==> config.mk <==
export PLATFORM = sky130hd
export DESIGN_NAME = dtm_jtag
export DESIGN_NICKNAME = d
export VERILOG_FILES = /design/src/rtl/dtm_jtag.sv
export SDC_FILE = /design/constraint.sdc
export NUM_CORES = 1
export LEC_CHECK = 0
export CORE_MARGIN = 2
export CORE_UTILIZATION = 50
export DETAILED_ROUTE_END_ITERATION = 16
export HOLD_SLACK_MARGIN = 0.15
export PLACE_DENSITY = 0.76
export SYNTH_ARGS = -nofsm -noshare
export SYNTH_HDL_FRONTEND = slang
export SYNTH_SLANG_ARGS = --single-unit
==> constraint.sdc <==
create_clock -name clk -period 2.3 [get_ports clk]
set_input_delay 0.46 -clock clk [delete_from_list [all_inputs] [get_ports clk]]
set_output_delay 0.46 -clock clk [all_outputs]
set_load 0.01 [all_outputs]
==> src/rtl/dtm_jtag.sv <==
// ---------------------------------------------------------------------------------------------
// dtm_jtag: RISC-V JTAG debug transport module with a DMI initiator port.
//
// The JTAG pins are oversampled in the clk domain. tck, tms and tdi pass through two-flop
// synchronisers. Edges of the synchronised tck advance a 16-state IEEE 1149.1 TAP controller
// and shift the selected scan register. Scan registers: 5-bit IR, IDCODE, DTMCS, DMI and
// BYPASS. An Update-DR of the DMI register with a read or write op launches one DMI request.
// The request stays on dmi_* until it is accepted.
//
// Ports:
//   clk        system clock; all state is clocked on its rising edge
//   resetn     asynchronous active-low reset
//   tck/tms/tdi  JTAG inputs, asynchronous to clk (tck at most clk/8)
//   tdo        JTAG serial output, updated on tck falling edges while shifting
//   dmi_valid/dmi_ready  DMI request handshake
//   dmi_write  1 = write request, 0 = read request
//   dmi_addr   7-bit DMI address
//   dmi_wdata  32-bit write data
//   dmi_rdata  32-bit read data, sampled in the handshake cycle of a read
// ---------------------------------------------------------------------------------------------
module dtm_jtag #(
    parameter logic [31:0] IDCODE = 32'h1000_0001
) (
    input  logic        clk,
    input  logic        resetn,
    input  logic        tck,
    input  logic        tms,
    input  logic        tdi,
    output logic        tdo,
    output logic        dmi_valid,
    input  logic        dmi_ready,
    output logic        dmi_write,
    output logic [6:0]  dmi_addr,
    output logic [31:0] dmi_wdata,
    input  logic [31:0] dmi_rdata
);

    typedef enum logic [3:0] {
        StTlr, StRti,
        StSelDr, StCapDr, StShiftDr, StExit1Dr, StPauseDr, StExit2Dr, StUpdDr,
        StSelIr, StCapIr, StShiftIr, StExit1Ir, StPauseIr, StExit2Ir, StUpdIr
    } tap_state_e;

    localparam logic [4:0] IrIdcode = 5'h01;
    localparam logic [4:0] IrDtmcs  = 5'h10;
    localparam logic [4:0] IrDmi    = 5'h11;

    localparam logic [1:0] OpNop   = 2'd0;
    localparam logic [1:0] OpRead  = 2'd1;
    localparam logic [1:0] OpWrite = 2'd2;
    localparam logic [1:0] OpBusy  = 2'd3;

    // ---------------------------------------------------------------------------------------
    // Pin synchronisers. Bit order: {tdi, tms, tck}.
    // ---------------------------------------------------------------------------------------
    logic [2:0] sync1_q, sync1_d;
    logic [2:0] sync2_q, sync2_d;
    logic       tck_prev_q, tck_prev_d;
    logic       tck_rise, tck_fall;
    logic       tms_s, tdi_s;

    always_comb begin
        sync1_d    = {tdi, tms, tck};
        sync2_d    = sync1_q;
        tck_prev_d = sync2_q[0];
    end

    assign tck_rise = sync2_q[0] & ~tck_prev_q;
    assign tck_fall = ~sync2_q[0] & tck_prev_q;
    assign tms_s    = sync2_q[1];
    assign tdi_s    = sync2_q[2];

    // ---------------------------------------------------------------------------------------
    // TAP controller: state register, next-state logic, state decode.
    // ---------------------------------------------------------------------------------------
    tap_state_e state_q, state_d;

    always_comb begin
        state_d = state_q;
        if (tck_rise) begin
            unique case (state_q)
                StTlr:     state_d = tms_s ? StTlr     : StRti;
                StRti:     state_d = tms_s ? StSelDr   : StRti;
                StSelDr:   state_d = tms_s ? StSelIr   : StCapDr;
                StCapDr:   state_d = tms_s ? StExit1Dr : StShiftDr;
                StShiftDr: state_d = tms_s ? StExit1Dr : StShiftDr;
                StExit1Dr: state_d = tms_s ? StUpdDr   : StPauseDr;
                StPauseDr: state_d = tms_s ? StExit2Dr : StPauseDr;
                StExit2Dr: state_d = tms_s ? StUpdDr   : StShiftDr;
                StUpdDr:   state_d = tms_s ? StSelDr   : StRti;
                StSelIr:   state_d = tms_s ? StTlr     : StCapIr;
                StCapIr:   state_d = tms_s ? StExit1Ir : StShiftIr;
                StShiftIr: state_d = tms_s ? StExit1Ir : StShiftIr;
                StExit1Ir: state_d = tms_s ? StUpdIr   : StPauseIr;
                StPauseIr: state_d = tms_s ? StExit2Ir : StPauseIr;
                StExit2Ir: state_d = tms_s ? StUpdIr   : StShiftIr;
                StUpdIr:   state_d = tms_s ? StSelDr   : StRti;
                default:   state_d = StTlr;
            endcase
        end
    end

    logic st_tlr, st_cap_dr, st_shift_dr, st_upd_dr, st_cap_ir, st_shift_ir, st_upd_ir;

    always_comb begin
        st_tlr      = 1'b0;
        st_cap_dr   = 1'b0;
        st_shift_dr = 1'b0;
        st_upd_dr   = 1'b0;
        st_cap_ir   = 1'b0;
        st_shift_ir = 1'b0;
        st_upd_ir   = 1'b0;
        unique case (state_q)
            StTlr:     st_tlr      = 1'b1;
            StCapDr:   st_cap_dr   = 1'b1;
            StShiftDr: st_shift_dr = 1'b1;
            StUpdDr:   st_upd_dr   = 1'b1;
            StCapIr:   st_cap_ir   = 1'b1;
            StShiftIr: st_shift_ir = 1'b1;
            StUpdIr:   st_upd_ir   = 1'b1;
            default:   ;
        endcase
    end

    // ---------------------------------------------------------------------------------------
    // Scan registers and DMI request state.
    // ---------------------------------------------------------------------------------------
    logic [4:0]  ir_q, ir_d;
    logic [4:0]  ir_shift_q, ir_shift_d;
    logic [40:0] dr_shift_q, dr_shift_d;
    logic        tdo_q, tdo_d;
    logic        dmi_valid_q, dmi_valid_d;
    logic        dmi_write_q, dmi_write_d;
    logic [6:0]  dmi_addr_q, dmi_addr_d;
    logic [31:0] dmi_wdata_q, dmi_wdata_d;
    logic [31:0] result_q, result_d;
    logic [1:0]  dmistat_q, dmistat_d;

    logic [31:0] dtmcs_capture;
    logic [40:0] dmi_capture;
    logic [1:0]  dr_op;

    assign dtmcs_capture = {17'd0, 3'd1, dmistat_q, 6'd7, 4'd1};
    // dmi_addr_q doubles as the last launched address.
    assign dmi_capture   = {dmi_addr_q, result_q,
                            (dmi_valid_q || (dmistat_q != 2'd0)) ? OpBusy : OpNop};
    assign dr_op         = dr_shift_q[1:0];

    always_comb begin
        ir_d        = ir_q;
        ir_shift_d  = ir_shift_q;
        dr_shift_d  = dr_shift_q;
        tdo_d       = tdo_q;
        dmi_valid_d = dmi_valid_q;
        dmi_write_d = dmi_write_q;
        dmi_addr_d  = dmi_addr_q;
        dmi_wdata_d = dmi_wdata_q;
        result_d    = result_q;
        dmistat_d   = dmistat_q;

        // Handshake completes independently of anything happening on the TAP.
        if (dmi_valid_q && dmi_ready) begin
            dmi_valid_d = 1'b0;
            if (!dmi_write_q) begin
                result_d = dmi_rdata;
            end
        end

        if (st_tlr) begin
            ir_d       = IrIdcode;
            ir_shift_d = '0;
            dr_shift_d = '0;
        end else if (tck_rise) begin
            if (st_cap_ir) begin
                ir_shift_d = 5'b00001;
            end else if (st_shift_ir) begin
                ir_shift_d = {tdi_s, ir_shift_q[4:1]};
            end else if (st_upd_ir) begin
                ir_d = ir_shift_q;
            end else if (st_cap_dr) begin
                case (ir_q)
                    IrIdcode: dr_shift_d = {9'd0, IDCODE};
                    IrDtmcs:  dr_shift_d = {9'd0, dtmcs_capture};
                    IrDmi:    dr_shift_d = dmi_capture;
                    default:  dr_shift_d = '0;
                endcase
            end else if (st_shift_dr) begin
                // tdi enters at the MSB of whichever register IR selects.
                case (ir_q)
                    IrIdcode, IrDtmcs: dr_shift_d[31:0] = {tdi_s, dr_shift_q[31:1]};
                    IrDmi:             dr_shift_d       = {tdi_s, dr_shift_q[40:1]};
                    default:           dr_shift_d[0]    = tdi_s;
                endcase
            end else if (st_upd_dr) begin
                if (ir_q == IrDtmcs) begin
                    if (dr_shift_q[16] || dr_shift_q[17]) begin
                        dmistat_d = 2'd0;
                    end
                    if (dr_shift_q[17]) begin
                        dmi_valid_d = 1'b0;
                    end
                end else if (ir_q == IrDmi) begin
                    if ((dr_op == OpRead) || (dr_op == OpWrite)) begin
                        // Pending is judged on the registered valid, so an update that
                        // coincides with the handshake still counts as an overrun.
                        if (dmi_valid_q) begin
                            dmistat_d = 2'd3;
                        end else if (dmistat_q == 2'd0) begin
                            dmi_valid_d = 1'b1;
                            dmi_write_d = (dr_op == OpWrite);
                            dmi_addr_d  = dr_shift_q[40:34];
                            dmi_wdata_d = dr_shift_q[33:2];
                        end
                    end
                end
            end
        end

        if (!(st_shift_dr || st_shift_ir)) begin
            tdo_d = 1'b0;
        end else if (tck_fall) begin
            tdo_d = st_shift_ir ? ir_shift_q[0] : dr_shift_q[0];
        end
    end

    always_ff @(posedge clk or negedge resetn) begin
        if (!resetn) begin
            sync1_q     <= '0;
            sync2_q     <= '0;
            tck_prev_q  <= 1'b0;
            state_q     <= StTlr;
            ir_q        <= IrIdcode;
            ir_shift_q  <= '0;
            dr_shift_q  <= '0;
            tdo_q       <= 1'b0;
            dmi_valid_q <= 1'b0;
            dmi_write_q <= 1'b0;
            dmi_addr_q  <= '0;
            dmi_wdata_q <= '0;
            result_q    <= '0;
            dmistat_q   <= '0;
        end else begin
            sync1_q     <= sync1_d;
            sync2_q     <= sync2_d;
            tck_prev_q  <= tck_prev_d;
            state_q     <= state_d;
            ir_q        <= ir_d;
            ir_shift_q  <= ir_shift_d;
            dr_shift_q  <= dr_shift_d;
            tdo_q       <= tdo_d;
            dmi_valid_q <= dmi_valid_d;
            dmi_write_q <= dmi_write_d;
            dmi_addr_q  <= dmi_addr_d;
            dmi_wdata_q <= dmi_wdata_d;
            result_q    <= result_d;
            dmistat_q   <= dmistat_d;
        end
    end

    assign tdo       = tdo_q;
    assign dmi_valid = dmi_valid_q;
    assign dmi_write = dmi_write_q;
    assign dmi_addr  = dmi_addr_q;
    assign dmi_wdata = dmi_wdata_q;

endmodule

Word-level counts from Yosys, hierarchy flattened:

Index checks and enable logic that the tools add are counted.

* register bits: 138
* word-level logic and storage cells: 148

* equality and inequality tests: 25
* muxes and demuxes: 64
* bitwise gates (word level): 13
* reductions and logical operators: 30

Operators with widths (count)
* $mux W41: 7
* $pmux W41 S3: 1
* $pmux W31 S2: 1
* $pmux W4 S12: 1
* $mux W5: 9
* $eq A4 B4 Y1 const B: 8
* $mux W1: 29
* $mux W2: 9
* $eq A4 B3 Y1 const B: 4
* $mux W4: 4
* $reduce_and A13 Y1: 1
* $reduce_and A12 Y1: 1
* $reduce_and A6 Y1: 2
* $reduce_bool A2 Y1: 6
* $not A1 Y1: 11
* $eq A5 B5 Y1 const B: 2
* $mux W9: 1
* $reduce_bool A3 Y1: 3
* $eq A4 B2 Y1 const B: 2
* $ne A2 B2 Y1 const B: 4
* $mux W3: 2
* $reduce_or A2 Y1: 3
* $reduce_or A3 Y1: 2
* $eq A5 B1 Y1 const B: 1
* 13 further kinds: 18

Longest topological paths before layout:

Gate-level depths: netlist of the first run.

* word-level depth: 15
* gate-level depth with buffers: 7
* mapped depth without buffers: 6

Least setup slack after synthesis of the first run:

OpenSTA, ideal clock, no wires.

* kind: reg2reg
* start: register ir_q[1]
* end: register dr_shift_q[32]
* library setup time: 0.125 ns
* arrival time: 2.023 ns
* slack: 0.153 ns
* stages on the path, launching flop included: 6
* period minus slack after synthesis: 2.147 ns
* cells stage by stage: dfrtp_1 > or3_1 > clkbuf_1 > o31a_1 > a211oi_4 > mux2_2

* cells in the longest elaborated chain, start to end: 8

Ends and longest elaborated chain
* from (decl): RTL line 128 `logic [4:0] ir_q, ir_d;`
* from (signal assigned): RTL line 232 `ir_q <= IrIdcode;`
* from (signal assigned): RTL line 247 `ir_q <= ir_d;`
* $eq A5 B5 Y1, or another cell as far along: RTL line 181, 189
* $pmux W41 S3: RTL line 181 `case (ir_q)`
* $mux W41: RTL line 180 `end else if (st_cap_dr) begin`
* $mux W41: RTL line 178 `end else if (st_upd_ir) begin`
* $mux W41: RTL line 176 `end else if (st_shift_ir) begin`
* $mux W41: RTL line 174 `if (st_cap_ir) begin`
* $mux W41: RTL line 173 `end else if (tck_rise) begin`
* $mux W41: RTL line 169 `if (st_tlr) begin`
* to (signal assigned): RTL line 249 `dr_shift_q <= dr_shift_d;`
* to (decl): RTL line 130 `logic [40:0] dr_shift_q, dr_shift_d;`

Several ways; a longest one is shown, not always the timed one. The select of a mux whose other input is x is not followed.
A chain may end at the register's enable or synchronous reset.

Worst setup path after layout of the first run:

* start: register state_q[1]
* end: register dr_shift_q[29]

* cells in the longest elaborated chain, start to end: 8

Ends and longest elaborated chain
* from (decl): RTL line 76 `tap_state_e state_q, state_d;`
* from (signal assigned): RTL line 231 `state_q <= StTlr;`
* from (signal assigned): RTL line 246 `state_q <= state_d;`
* $eq A4 B2 Y1: RTL line 113 `unique case (state_q)`
* $mux W1: RTL line 113
* $mux W41: RTL line 180
* $mux W41: RTL line 178
* $mux W41: RTL line 176
* $mux W41: RTL line 174
* $mux W41: RTL line 173
* $mux W41: RTL line 169

Several ways; a longest one is shown, not always the timed one. The select of a mux whose other input is x is not followed.

==> results of run 1 <==
## path summary, 6_finish.rpt
kind,start,endpoint,cells past startpoint
max,state_q[1],dr_shift_q[29],4
min,sync1_q[2],sync2_q[2],0
max reg2reg,state_q[1],dr_shift_q[29],4
min reg2reg,sync1_q[2],sync2_q[2],0
max in group asynchronous,resetn,ir_q[0],3
min in group asynchronous,resetn,dmi_wdata[19],2
## cells in the mapped netlist, drive strengths merged (2+ instances only)
cell | number | area share
a32oi | 2 | 0.0029
nand3 | 3 | 0.0025
nor2b | 12 | 0.012
a32o | 4 | 0.0066
or4b | 2 | 0.0039
o211ai | 7 | 0.0086
or4 | 2 | 0.0025
or2 | 2 | 0.0020
nand3b | 2 | 0.0025
mux2i | 4 | 0.0066
or3b | 3 | 0.0043
a22o | 12 | 0.017
inv | 9 | 0.0055
a21oi | 16 | 0.013
o31a | 2 | 0.0029
buf | 15 | 0.015
mux2 | 83 | 0.15
nor2 | 14 | 0.0090
a22oi | 6 | 0.0074
a221o | 18 | 0.030
o2bb2ai | 6 | 0.0086
dfrtp | 136 | 0.56
nor3 | 12 | 0.0098
o22ai | 3 | 0.0031
o211a | 19 | 0.031
o31ai | 4 | 0.0049
nor3b | 4 | 0.0049
clkbuf | 27 | 0.017
nor4 | 4 | 0.0076
o21ai | 7 | 0.0057
nand2 | 14 | 0.0086
nand2b | 3 | 0.0031
## logic make-up (layout without fill, tap and decap cells)
family,after synthesis,in the layout,synth area share
muxes,87,87,0.160
and+or+nand+nor,81,81,0.0787
DFF,137,137,0.562
xor gates and xnor gates,1,1,0.00143
AOI/OAI and AO/OA,117,117,0.159
adders and majority gates,1,1,0.00205
buffers and inverters,51,148,0.0369
## final cells by class
type	instances	area [sq um]
Multi-Input combinational cell	287	2480
Fill cell	876	4130
Clock buffer	20	467
Timing Repair Buffer	108	1070
Inverter	9	33.8
Clock inverter	11	169
Tap cell	147	184
Sequential cell	137	3430
## worst reg2reg max path: stages (launching register included)
cell     delay [ns]
dfrtp_1        0.43
or4b_4         0.61
nor4_4         0.33
nor2_2         0.29
a221o_1        0.43
## registers in the layout, indices dropped and copies added, names as in the netlist
register    count
dr_shift_q     41
dmi_addr        7
dmi_valid       1
sync1_q         3
dmi_wdata      32
ir_shift_q      5
state_q         4
tdo             1
ir_q            5
dmi_write       1
tck_prev_q      1
dmistat_q       1
sync2_q         3
result_q       32
## power by group
group / switching, W / internal [W] / total (W)
Combinational: 0.00110 / 0.000809 / 0.00191
Sequential: 0.000227 / 0.00263 / 0.00286
Clock: 0.000998 / 0.00190 / 0.00289
## repair_timing
item,in CTS,in global routing
buffers inserted,1,0
hold buffers,1,0
endpoints found under the hold margin,47,0
pin swaps,1,0
setup endpoints to repair,18,8
## metrics by stage
step | util | instances
after CTS | 0.655 | 719
after detailed placement | 0.600 | 686
after global routing | 0.655 | 719
after floorplan | - | 475
final | 0.655 | 719
after global placement | 0.600 | 686
## layer usage
layer | wire (um) | vias up
li1 | - | 1948
met1 | 6120 | 2233
met2 | 7260 | 139
met3 | 707 | 16
met4 | 143 | 0
met5 | 0 | -
==> summary.txt, run 1 <==
Setup path
  • CP startpoint kind: flip-flop
  • Crit Path Class: flip-flop to flip-flop
  • Worst-path fanout max: 26
  • Slowest stage cell, crit path: or4b_4
  • Delay-heaviest family, CP: simple AND/OR/NAND/NOR gates
  • Critical path data arrival time: ~2.5 ns
  • Slowest cell delay on critical path: between 0.6 and 0.7 ns
  • CP bufs+invs: 0
  • Crit-path cells: or4b_4 > nor4_4 > nor2_2 > a221o_1
  • Flop2flop setup slack: between 0.08 and 0.09 ns
  • Critical path required time: roughly 2.6 ns
  • CP endpoint kind: flip-flop

STA
  • Final-report max-slew violation count: 0
  • Endpoints failing hold: 0
  • Max Clock Skew: 0.00849 ns
  • Tmin final: 2.21 ns
  • PnR worst setup slack: approximately 0.087 ns
  • Setup-failing EPs final: 0
  • RSZ-0062 raised after global routing: yes
  • Slew headroom: 0.254
  • Setup TNS Final: 0 ns
  • Peak Freq: 452 MHz
  • Slew @ Worst Pin: around 1.1 ns
  • Hold slack final: ~0.35 ns
  • Final Cycle Share: 0.962

Cells and area
  • Most frequent cells in the layout: dfrtp_1, mux2_2, clkdlybuf4s50_1
  • Area growth, synth to finish: 28.3%
  • # diodes: 0
  • Share of post-route cells with drive strength above 1: 0.269
  • Commonest non-fill, non-tap cell in the layout: dfrtp_1
  • Nets: approximately 600
  • Post-Layout Inst Area: around 8000 sq um

Floorplanning
  • Initial core utilization: 0.510
  • Row count: 40
  • Core Region: roughly 12,000 sq um
  • Die area: 13,100 sq um
  • Die W: approximately 110 um
  • Top Ports: 80
  • DIE HEIGHT: between 100 and 150 um

GRT
  • Busiest grt layer: met2
  • M3 GR Usage: 0.0566
  • Vias in the first global route: roughly 4,500
  • Antenna violations before repair: 0
  • Total GRT Usage: 0.235
  • Largest net degree at the start of global routing: a little over 50
  • GRT overflow: 0
  • Global Route met1 Usage: 0.319
  • First-pass GRT wire length: roughly 24,000 um
  • Met2 Use GR: 0.378

Yosys
  • Synth async-reset ratio: 1.00
  • Seq cells post-synth: 137
  • Mapped Area: approximately 6000 sq um
  • Sequential-to-total area share from yosys stat: 0.562
  • Syn_nets: about 510
  • Synth Area per Inst: 12.9 sq um
  • Post-synth EDFFs: 0
  • Post-synth cell types: 57
  • Yosys warnings: 0
  • Cells after Synth: roughly 480
  • Main flop type after synthesis: dfrtp_1

Clocking
  • CTS root buffer: clkbuf_16
  • Clock sink count: 137
  • CTS tree: built
  • H-tree Lvls: 4
  • Worst-Skew Late Latency: roughly 0.41 ns
  • Clock buffer depth: 2
  • Post_cts resized: 0
  • Clock transition at path regs: approximately 0.06 ns
  • CTS buffer count: 17

Route
  • Per-cell routed wire length: slightly below 20 um
  • Drt drc: 0
  • Overall routed net length: roughly 14,000 um
  • DR pass1 iterations: 4
  • Iter 0 DRT Violations: 310
  • Via count: about 4,300
  • Vias per std cell: between 6 and 7
  • Post-route antenna net violation count: 0

Placement
  • Routability cong.: 0.922
  • I/O Buffers: between 70 and 80
  • Dpl hpwl: between 9000 and 10,000 um
  • Pre-CTS setup slack: -0.0789 ns
  • Area after DPL: 7180 sq um

Pwr
  • Peak VDD IR: between 0.0005 and 0.0006 V
  • Power Density: between 900 and 1000 nW/um^2
  • Design Power: 0.00766 W
  • Pleak: 3.85 nW

Job
  • Max-cap check violation count: 0

Run status
  • Status: complete, no violations

Min path
  • Hold crit path type: flip-flop to flip-flop
No activity file was read; power rests on OpenSTA's default activity.
==> run 2: changes to the inputs <==
--- a/config.mk
+++ b/config.mk
@@ -6,10 +6,11 @@
 export NUM_CORES = 1
 export LEC_CHECK = 0
 export CORE_MARGIN = 2
-export CORE_UTILIZATION = 50
+export CORE_UTILIZATION = 55
 export DETAILED_ROUTE_END_ITERATION = 16
 export HOLD_SLACK_MARGIN = 0.15
-export PLACE_DENSITY = 0.76
+export PLACE_DENSITY = 0.8
+export SETUP_SLACK_MARGIN = 0.02
 export SYNTH_ARGS = -nofsm -noshare
 export SYNTH_HDL_FRONTEND = slang
 export SYNTH_SLANG_ARGS = --single-unit
==> constraint.sdc (replaced) <==
create_clock -name clk -period 2.44 [get_ports clk]
set_input_delay 0.488 -clock clk [delete_from_list [all_inputs] [get_ports clk]]
set_output_delay 0.488 -clock clk [all_outputs]
set_load 0.01 [all_outputs]
==> summary.txt, run 2 (same netlist as run 1, synthesis figures left out) <==
GRT
  • Largest net degree at the start of global routing: 66 (was 51)
  • Antenna violations before repair: 0 (unchanged)
  • Total GRT Usage: 0.247 (was 0.235)
  • First-pass GRT wire length: 22,300 um (was 23,900 um)
  • Vias in the first global route: 4,384 (was 4,529)
  • GRT overflow: 0 (unchanged)

Setup path
  • Flop2flop setup slack: 0.21 ns (was 0.09 ns)
  • CP endpoint kind: flip-flop (unchanged)
  • Crit Path Class: flip-flop to flip-flop (unchanged)
  • Critical path required time: 2.84 ns (was 2.59 ns)
  • Worst-path fanout max: 11 (was 26)
  • CP startpoint kind: flip-flop (unchanged)
  • Critical path data arrival time: 2.63 ns (was 2.50 ns)

STA
  • Final-report max-slew violation count: 0 (unchanged)
  • Setup-failing EPs final: 0 (unchanged)
  • Endpoints failing hold: 0 (unchanged)
  • Max Clock Skew: 0.0134 ns (was 0.00849 ns)
  • Tmin final: 2.23 ns (was 2.21 ns)
  • Peak Freq: 448 MHz (was 452 MHz)
  • Slew @ Worst Pin: 1.11 ns (was 1.12 ns)
  • Setup TNS Final: 0 ns (unchanged)
  • Slew headroom: 0.260 (was 0.254)
  • Final Cycle Share: 0.914 (was 0.962)
  • RSZ-0062 raised after global routing: no (was yes)
  • PnR worst setup slack: 0.210 ns (was 0.0869 ns)

Run status
  • Status: complete, no violations (unchanged)

Route
  • Drt drc: 0 (unchanged)
  • Per-cell routed wire length: 19.3 um (was 19.8 um)
  • Vias per std cell: 6.05 (was 6.03)
  • Post-route antenna net violation count: 0 (unchanged)
  • Overall routed net length: 13,600 um (was 14,200 um)
  • Iter 0 DRT Violations: 295 (was 310)
  • DR pass1 iterations: 7 (was 4)
  • Via count: 4,280 (was 4,336)

Floorplanning
  • Initial core utilization: 0.563 (was 0.510)
  • Core Region: 10,800 sq um (was 12,000 sq um)
  • Die W: 109 um (was 114 um)
  • Top Ports: 80 (unchanged)
  • DIE HEIGHT: 109 um (was 114 um)
  • Row count: 38 (was 40)
  • Die area: 12,000 sq um (was 13,100 sq um)

Pwr
  • Peak VDD IR: 0.000517 V (was 0.000572 V)
  • Combinational group share of total power: 0.247 (was 0.249)
  • Power Density: 885 nW/um^2 (was 977 nW/um^2)
  • Int Power: 0.00468 W (was 0.00534 W)
  • Net Sw Power: 0.00211 W (was 0.00232 W)
  • Pleak: 3.78 nW (was 3.85 nW)
  • Design Power: 0.00679 W (was 0.00766 W)
  • Clk pwr share: 0.357 (was 0.378)
  • Switching part of the total: 0.310 (was 0.303)
  • Flop pwr share: 0.397 (was 0.373)

Clocking
  • Post_cts resized: 0 (unchanged)
  • CTS tree: built (unchanged)
  • Worst-Skew Late Latency: 0.53 ns (was 0.41 ns)
  • Clock transition at path regs: 0.06 ns (about the same)
  • Clock buffer depth: 2 (unchanged)
  • CTS root buffer: clkbuf_8 (was clkbuf_16)
  • CTS buffer count: 17 (unchanged)
  • H-tree Lvls: 4 (unchanged)
  • Clock sink count: 137 (unchanged)

Cells and area
  • Area growth, synth to finish: 25.6% (was 28.3%)
  • Filler cell count: 747 (was 876)
  • Multi-input gate area: 2480 sq um (unchanged)
  • Reg area: 3430 sq um (unchanged)
  • Share of post-route cells with drive strength above 1: 0.259 (was 0.269)
  • Top reg by flops: dr_shift_q (unchanged)
  • Post-Layout Inst Area: 7670 sq um (was 7830 sq um)
  • Layout Utilization: 0.707 (was 0.655)
  • Max reg flops: 41 (unchanged)
  • # diodes: 0 (unchanged)
  • Most frequent cells in the layout: dfrtp_1, mux2_2, clkdlybuf4s50_1 (unchanged)
  • Commonest non-fill, non-tap cell in the layout: dfrtp_1 (unchanged)
  • Nets: 595 (was 599)

Placement
  • Pre-CTS setup slack: 0.263 ns (was -0.0789 ns)
  • I/O Buffers: 79 (unchanged)
  • Area after DPL: 7100 sq um (was 7180 sq um)
  • Dpl hpwl: 8890 um (was 9290 um)
  • Routability cong.: 0.900 (was 0.922)

Min path
  • Hold crit path type: flip-flop to flip-flop (unchanged)

Job
  • Max-cap check violation count: 0 (unchanged)
run 2: final cells by class:
type	instances	share of cell area
well taps	140	0.0228
repair buffers	104	0.130
multi-input cells	287	0.323
clock inverters	8	0.0126
inverters	9	0.00441
flip-flops and latches	137	0.447
clock buffers	22	0.0604
run 2: path summary, 6_finish.rpt:
check                                 from              to  cells after the start
max in group asynchronous           resetn    result_q[20]                      3
min in group asynchronous           resetn   dr_shift_q[6]                      2
worst min-delay path            sync1_q[1]      sync2_q[1]                      0
worst min register to register  sync1_q[1]      sync2_q[1]                      0
worst max-delay path               ir_q[0]  dr_shift_q[37]                      4
worst max register to register     ir_q[0]  dr_shift_q[37]                      4
run 2: per-layer routing:
metal  global-route usage  routed length (um)
met1                0.338                6120
met4               0.0787                 202
met2                0.386                6540
met5                    0                   0
met3               0.0694                 753
run 2: worst max-delay path, stage by stage (launching register included):
cell and delay [ns]:
dfstp_2 0.64, nand2_1 0.19, o31a_1 0.37, a211oi_4 0.50
mux2_2 0.40
run 2: stage by stage:
| step | hold slack, ns | cells |
|---|---|---|
| finish | 0.344 | 707 |
| global placement | 0.336 | 676 |
| global route | 0.359 | 707 |
| detailed placement | 0.340 | 676 |
| floorplan | 0.192 | 475 |
| CTS | 0.350 | 707 |
run 2: power by group through the flow:
stage / clock [W] / combinational (W) / sequential (W)
2_1_floorplan: 0 / 0.00120 / 0.00262
3_3_place_gp: 0 / 0.00160 / 0.00270
3_5_place_dp: 0 / 0.00166 / 0.00272
4_1_cts: 0.00246 / 0.00167 / 0.00268
5_1_grt: 0.00257 / 0.00182 / 0.00272
6_report: 0.00242 / 0.00168 / 0.00269
run 2: what timing repair did:
item | CTS | global route
hold endpoints to repair | 59 | 0
setup buffers | 0 | 0
setup endpoints to repair | 0 | 0
hold buffers | 1 | 0
